[src/rtl/fp_pkg.sv]
// Shared IEEE-754 single-precision constants, state encoding and flag layout
// for the FPU datapath blocks.
package fp_pkg;
    localparam int EXP_W  = 8;
    localparam int MAN_W  = 23;
    localparam int BIAS   = 127;
    localparam int Q_BITS = 26;

    localparam logic [31:0] QNAN    = 32'h7FC00000;
    localparam logic [31:0] POS_INF = 32'h7F800000;

    // flags = {invalid, div_zero, overflow, underflow}
    localparam int F_INVALID   = 3;
    localparam int F_DIV_ZERO  = 2;
    localparam int F_OVERFLOW  = 1;
    localparam int F_UNDERFLOW = 0;

    typedef enum logic [2:0] {
        S_IDLE,
        S_CHECK,
        S_DIVIDE,
        S_ROUND,
        S_DONE
    } state_t;
endpackage

[src/rtl/fp_unpack_classify.sv]
// Combinational field split and class detection for one single-precision operand.
// Denormals are flushed: any zero exponent field reads as zero.
module fp_unpack_classify
    import fp_pkg::*;
(
    input  logic [31:0]      x,
    output logic             sign,
    output logic [EXP_W-1:0] exp,
    output logic [MAN_W-1:0] man,
    output logic             is_zero,
    output logic             is_inf,
    output logic             is_nan
);
    assign sign    = x[31];
    assign exp     = x[30:23];
    assign man     = x[22:0];
    assign is_zero = (exp == '0);
    assign is_inf  = (exp == '1) && (man == '0);
    assign is_nan  = (exp == '1) && (man != '0);
endmodule

[src/rtl/fp_div_seq.sv]
// Iterative single-precision divider: radix-2 restoring mantissa divide,
// one quotient bit per cycle, round-to-nearest-even, start/busy/done handshake.
module fp_div_seq
    import fp_pkg::*;
(
    input  logic        clk,
    input  logic        rst,
    input  logic        start,
    input  logic [31:0] a,
    input  logic [31:0] b,
    output logic        busy,
    output logic        done,
    output logic [31:0] quot,
    output logic [3:0]  flags
);
    state_t             state;
    logic [31:0]        a_r, b_r;
    logic               sign_r;
    logic signed [9:0]  exp_r;
    logic [24:0]        rem;
    logic [23:0]        dvs;
    logic [Q_BITS-1:0]  q;
    logic [4:0]         cnt;

    logic             sa, sb, za, zb, ia, ib, na, nb;
    logic [EXP_W-1:0] ea, eb;
    logic [MAN_W-1:0] ma, mb;

    fp_unpack_classify u_ua (
        .x(a_r), .sign(sa), .exp(ea), .man(ma),
        .is_zero(za), .is_inf(ia), .is_nan(na)
    );
    fp_unpack_classify u_ub (
        .x(b_r), .sign(sb), .exp(eb), .man(mb),
        .is_zero(zb), .is_inf(ib), .is_nan(nb)
    );

    logic        res_sign;
    logic        spec;
    logic [31:0] spec_q;
    logic [3:0]  spec_f;

    assign res_sign = sa ^ sb;

    // Special-case priority: first matching branch wins.
    always_comb begin
        spec   = 1'b1;
        spec_q = '0;
        spec_f = '0;
        if (na || nb) begin
            spec_q            = QNAN;
            spec_f[F_INVALID] = 1'b1;
        end else if ((ia && ib) || (za && zb)) begin
            spec_q            = QNAN;
            spec_f[F_INVALID] = 1'b1;
        end else if (ia) begin
            spec_q = {res_sign, POS_INF[30:0]};
        end else if (zb) begin
            spec_q             = {res_sign, POS_INF[30:0]};
            spec_f[F_DIV_ZERO] = 1'b1;
        end else if (za || ib) begin
            spec_q = {res_sign, 31'b0};
        end else begin
            spec = 1'b0;
        end
    end

    logic        rem_ge;
    logic [24:0] rem_sub;
    logic [24:0] rem_next;

    assign rem_ge   = (rem >= {1'b0, dvs});
    assign rem_sub  = rem_ge ? (rem - {1'b0, dvs}) : rem;
    assign rem_next = {rem_sub[23:0], 1'b0};

    logic [23:0]       mant;
    logic              guard, sticky, round_up;
    logic [24:0]       mant_r;
    logic [23:0]       mant_f;
    logic signed [9:0] exp_n, exp_f;
    logic [31:0]       round_q;
    logic [3:0]        round_f;

    // exp_r holds ea-eb+126; a quotient MSB of 1 means one more binade.
    always_comb begin
        round_q = '0;
        round_f = '0;
        if (q[25]) begin
            mant   = q[25:2];
            guard  = q[1];
            sticky = q[0] | (|rem);
            exp_n  = exp_r + 10'sd1;
        end else begin
            mant   = q[24:1];
            guard  = q[0];
            sticky = |rem;
            exp_n  = exp_r;
        end
        round_up = guard & (sticky | mant[0]);
        mant_r   = {1'b0, mant} + {24'b0, round_up};
        if (mant_r[24]) begin
            mant_f = mant_r[24:1];
            exp_f  = exp_n + 10'sd1;
        end else begin
            mant_f = mant_r[23:0];
            exp_f  = exp_n;
        end
        if (exp_f >= 10'sd255) begin
            round_q             = {sign_r, POS_INF[30:0]};
            round_f[F_OVERFLOW] = 1'b1;
        end else if (exp_f <= 10'sd0) begin
            round_q              = {sign_r, 31'b0};
            round_f[F_UNDERFLOW] = 1'b1;
        end else begin
            round_q = {sign_r, exp_f[7:0], mant_f[22:0]};
        end
    end

    always_ff @(posedge clk or posedge rst) begin
        if (rst) begin
            state  <= S_IDLE;
            busy   <= 1'b0;
            done   <= 1'b0;
            quot   <= '0;
            flags  <= '0;
            a_r    <= '0;
            b_r    <= '0;
            sign_r <= 1'b0;
            exp_r  <= '0;
            rem    <= '0;
            dvs    <= '0;
            q      <= '0;
            cnt    <= '0;
        end else begin
            case (state)
                S_IDLE, S_DONE: begin
                    done <= 1'b0;
                    if (start) begin
                        a_r   <= a;
                        b_r   <= b;
                        busy  <= 1'b1;
                        flags <= '0;
                        state <= S_CHECK;
                    end else begin
                        state <= S_IDLE;
                    end
                end
                S_CHECK: begin
                    sign_r <= res_sign;
                    if (spec) begin
                        quot  <= spec_q;
                        flags <= spec_f;
                        busy  <= 1'b0;
                        done  <= 1'b1;
                        state <= S_DONE;
                    end else begin
                        rem   <= {2'b01, ma};
                        dvs   <= {1'b1, mb};
                        q     <= '0;
                        cnt   <= '0;
                        exp_r <= $signed({2'b00, ea}) - $signed({2'b00, eb}) + 10'sd126;
                        state <= S_DIVIDE;
                    end
                end
                S_DIVIDE: begin
                    rem <= rem_next;
                    q   <= {q[Q_BITS-2:0], rem_ge};
                    cnt <= cnt + 5'd1;
                    if (cnt == 5'(Q_BITS - 1))
                        state <= S_ROUND;
                end
                S_ROUND: begin
                    quot  <= round_q;
                    flags <= round_f;
                    busy  <= 1'b0;
                    done  <= 1'b1;
                    state <= S_DONE;
                end
                default: state <= S_IDLE;
            endcase
        end
    end
endmodule

[config.mk]
export PLATFORM = sky130hd
export DESIGN_NAME = fp_div_seq
export DESIGN_NICKNAME = d
export VERILOG_FILES = /design/src/rtl/fp_pkg.sv /design/src/rtl/fp_unpack_classify.sv /design/src/rtl/fp_div_seq.sv
export SDC_FILE = /design/constraint.sdc
export NUM_CORES = 1
export LEC_CHECK = 0
export BUFFER_PORTS_ARGS = -buffer_cell sky130_fd_sc_hd__buf_2
export CAP_MARGIN = 20
export CORE_ASPECT_RATIO = 0.9
export CORE_MARGIN = 2
export CORE_UTILIZATION = 55
export CTS_CLUSTER_SIZE = 16
export DETAILED_ROUTE_END_ITERATION = 8
export HOLD_SLACK_MARGIN = 0.03
export PLACE_DENSITY_LB_ADDON = 0.3
export SYNTH_ARGS = -nofsm -noshare
export SYNTH_HDL_FRONTEND = slang
export SYNTH_SLANG_ARGS = --single-unit
[constraint.sdc]
create_clock -name clk -period 4.9 [get_ports clk]
set_input_delay 0 -clock clk [delete_from_list [all_inputs] [get_ports clk]]
set_output_delay 0 -clock clk [all_outputs]
set_load 0.1 [all_outputs]
==> summary.md <==
| Metric | Value |
|---|---|
| Clk buf depth | `2` |
| Mapped cell area | `11600 µm²` |
| Top-area cell type share of the netlist area | `42.29%` |
| Slew headroom | `25.27%` |
| Gate power share | `54.3%` |
| Number of global-route vias before repair | `9454` |
| Final Non-Filler Cells | `1681` |
| Sum Neg Setup Slack | `0 ns` |
| Final Slew Violations | `0` |
| CTS buffer count | `17` |
| Critical path class | `register to register` |
| H-tree levels | `4` |
| Status | `complete, no violations` |
| FFs w/ async S/R, synth | `100.0%` |
| Unique masters post-synth | `74` |
| Worst-path fanout max | `12` |
| Clk_skew | `0.01076 ns` |
| Fin crit period | `4.246 ns` |
| CP max-delay cell | `or4b_1` |
| Predominant post-synthesis flop cell | `dfrtp_1` |
| Full die area | `22270 µm²` |
| Antenna-violating nets left | `0` |
| Resized Gates After CTS | `0` |
| GRT overflow | `0` |
| Critical path arrival | `4.58 ns` |
| Flop pwr share | `31.0%` |
| Layout area overhead | `16.92%` |
| Area of the core | `20770 µm²` |
| CTS Hold Bufs | `65` |
| GR Util All Layers | `27.65%` |
| Post-Route WL | `29.80 mm` |
| Post-Synthesis Cells | `1259` |
| CTS Sinks | `196` |
| Pre-antenna DRT Iters | `7` |
| Worst path cell trace | `nand2b_1 > a21boi_0 > ha_1 > and2_0 > nand4_1 > or4b_1 > or4b_4 > xor2_1 > o41ai_4 > nor2_2 > a221o_1` |
| Sw Pwr | `4.603 mW` |
| Root Buffer | `clkbuf_16` |
| Largest net degree at the start of global routing | `197` |
| First-pass GRT wire length | `48.73 mm` |
| DRC viols | `0` |
| I/O Buffers | `104` |
| DP Cell Count | `1583` |
| Setup violations, final | `0` |
| Critical path's top delay family | `simple AND/OR/NAND/NOR gates` |
| CTS tree | `built` |
| Final period util | `86.66%` |
| DP Area | `12310 µm²` |
| Max rail drop VDD | `0.4699 mV` |
| Fin. Hold Viols | `0` |
| N_diodes | `0` |
| Int Pwr | `4.923 mW` |
| Routability congestion estimate | `0.8872` |
| DIE HEIGHT | `141.8 µm` |
| Net Sw Frac | `48.32%` |
| Leak | `5.792 nW` |
| Clk pwr share | `14.7%` |
| Via count | `9957` |
| Worst Path Buf+Inv | `0` |
| CP endpoint kind | `register` |
| Worst setup SP type | `register` |
| IO Count | `105` |
| Die W | `157.1 µm` |
| Syn_nets | `1366` |
| Initial DRC count | `838` |
| Final nets | `1489` |
| Sequential area share after synthesis | `42.29%` |
| Fraction of layout cells with a size suffix above 1 | `17.35%` |
| Rows | `50` |
| Dpl hpwl | `20.24 mm` |
| Worst-margin pin slew | `1.121 ns` |
| RSZ-0062 raised after global routing | `no` |
| Setup Buffers After CTS | `0` |
| Fin area | `13560 µm²` |
| MaxCap Viol Count | `0` |
| FMAX | `235.5 MHz` |
| CP Data Required Time | `5.23 ns` |
| Syn avg cell area | `9.212 µm²` |
| Initial antenna violation count | `0` |
| Largest stage delay, worst path | `0.67 ns` |
| WL/cell | `17.73 µm` |
| Initial cell density of the core | `55.84%` |
| Top cells by area, synth | `dfrtp_1 42%, mux2_2 6.0%, nand2_1 5.9%` |
| Ys Warns | `0` |
| Number of synthesized flops with an enable pin | `0` |
| Vias per cell | `5.923` |
| Worst-Skew Late Latency | `0.44 ns` |
| Synth area leader | `dfrtp_1` |
| Power Density | `702.6 nW/µm²` |
| Hold Path Class | `input pin to register` |
| Yosys reg bits | `196` |
| CTS clk-pin slew, worst paths | `0.08 ns` |
[sequential cells by signal, indices dropped and copies added (netlist names), 4 cells and up]
register	flops
flags	4
rem	25
q	26
cnt	5
a_r	32
b_r	32
quot	32
dvs	24
exp_r	10
[layer usage]
metal / vias up / wire length (µm) / global-route usage (%)
met2: 319 / 13750 / 43.49
met3: 38 / 1865 / 5.528
met4: 0 / 490 / 6.555
li1: 4798 / - / -
met1: 4802 / 13690 / 39.67
met5: - / 0 / 0
[final timing paths]
| kind | from | endpoint | slack [ns] | cells after the start |
|---|---|---|---|---|
| worst min-delay path | start | flags[2] | 0.20 | 5 |
| worst max-delay path | q[25] | quot[22] | 0.65 | 11 |
| max in group asynchronous | rst | q[25] | 3.64 | 4 |
| worst max register to register | q[25] | quot[22] | 0.65 | 11 |
| min in group asynchronous | rst | exp_r[9] | 0.33 | 4 |
| worst min register to register | dvs[23] | dvs[23] | 0.46 | 2 |
[Yosys cell counts (10+ instances only)]
| cell | n |
|---|---|
| a211oi_1 | 17 |
| dfrtp_1 | 196 |
| nand2_1 | 182 |
| nand2b_1 | 10 |
| nand3_1 | 33 |
| o21ai_0 | 106 |
| nor2_1 | 49 |
| mux2i_1 | 12 |
| and3_1 | 13 |
| xnor2_1 | 44 |
| nand4_1 | 25 |
| xor2_1 | 28 |
| a31oi_1 | 12 |
| or2_2 | 11 |
| mux2_2 | 62 |
| a21oi_1 | 37 |
| a22o_1 | 21 |
| ha_1 | 38 |
| nor4_1 | 41 |
| o22ai_1 | 11 |
| a21o_1 | 12 |
| clkbuf_1 | 70 |
| inv_1 | 50 |
| nor2b_1 | 10 |
| nor3_1 | 29 |
[logic make-up after synthesis]
family | count (synthesis) | synth area share, %
muxes | 74 | 7.056
adders and majority gates | 40 | 4.445
AOI/OAI and AO/OA | 297 | 17.11
DFF | 196 | 42.29
buffers and inverters | 129 | 4.402
and+or+nand+nor | 451 | 19.26
xor gates and xnor gates | 72 | 5.438
[through the flow]
step | setup WS [ns] | power, mW | util, % | hold slack (ns)
3_3_place_gp | 0.7975 | 7.852 | 59.28 | 0.2013
5_1_grt | 0.3558 | 10.22 | 65.28 | 0.2427
3_5_place_dp | 0.6990 | 7.991 | 59.28 | 0.2077
6_report | 0.6537 | 9.527 | 65.28 | 0.2033
4_1_cts | 0.6880 | 9.461 | 65.23 | 0.1886
2_1_floorplan | 0.1163 | 6.793 | - | 0.1168
[worst reg2reg max path, delay by kind of cell (launching register included)]
| family | cells | cell delay (ns) |
|---|---|---|
| adders and majority gates | 1 | 0.20 |
| xor gates and xnor gates | 1 | 0.19 |
| AOI/OAI and AO/OA | 3 | 1.09 |
| DFF | 1 | 0.46 |
| and+or+nand+nor | 6 | 2.21 |
[power groups by stage]
stage | Combinational (mW) | Clock (mW) | Sequential, mW
5_1_grt | 5.68 | 1.49 | 3.04
3_5_place_dp | 5.04 | 0 | 2.95
2_1_floorplan | 3.61 | 0 | 3.19
3_3_place_gp | 4.92 | 0 | 2.94
6_report | 5.17 | 1.40 | 2.96
4_1_cts | 5.11 | 1.42 | 2.93
[area by class of cell]
cell class / count / area [µm²]
clock buffer: 17 / 425.4
sequential: 196 / 4906
clock inverter: 15 / 160.2
fill: 1684 / 7211
timing repair buffer: 183 / 1292
inverter: 50 / 191.4
tap: 286 / 357.8
multi-input combinational: 934 / 6226
[placed cells by master, fill, tap and decap left out, types with 10 or more instances in the layout]
cell,instances
xnor2_1,44
nor3_1,29
xor2_1,28
clkbuf_16,17
or2_2,11
and3_1,13
a21oi_1,37
nand4_1,25
dfrtp_1,195
nand3_1,33
buf_2,104
nor4_1,41
a22o_1,21
buf_4,12
o21ai_0,106
a31oi_1,12
ha_1,38
nand2b_1,10
nor2_1,48
o22ai_1,11
dlygate4sd3_1,65
inv_1,49
a21o_1,12
nand2_1,182
nor2b_1,10
mux2_2,62
a211oi_1,16
mux2i_1,12
No activity file was read; power rests on OpenSTA's default activity.
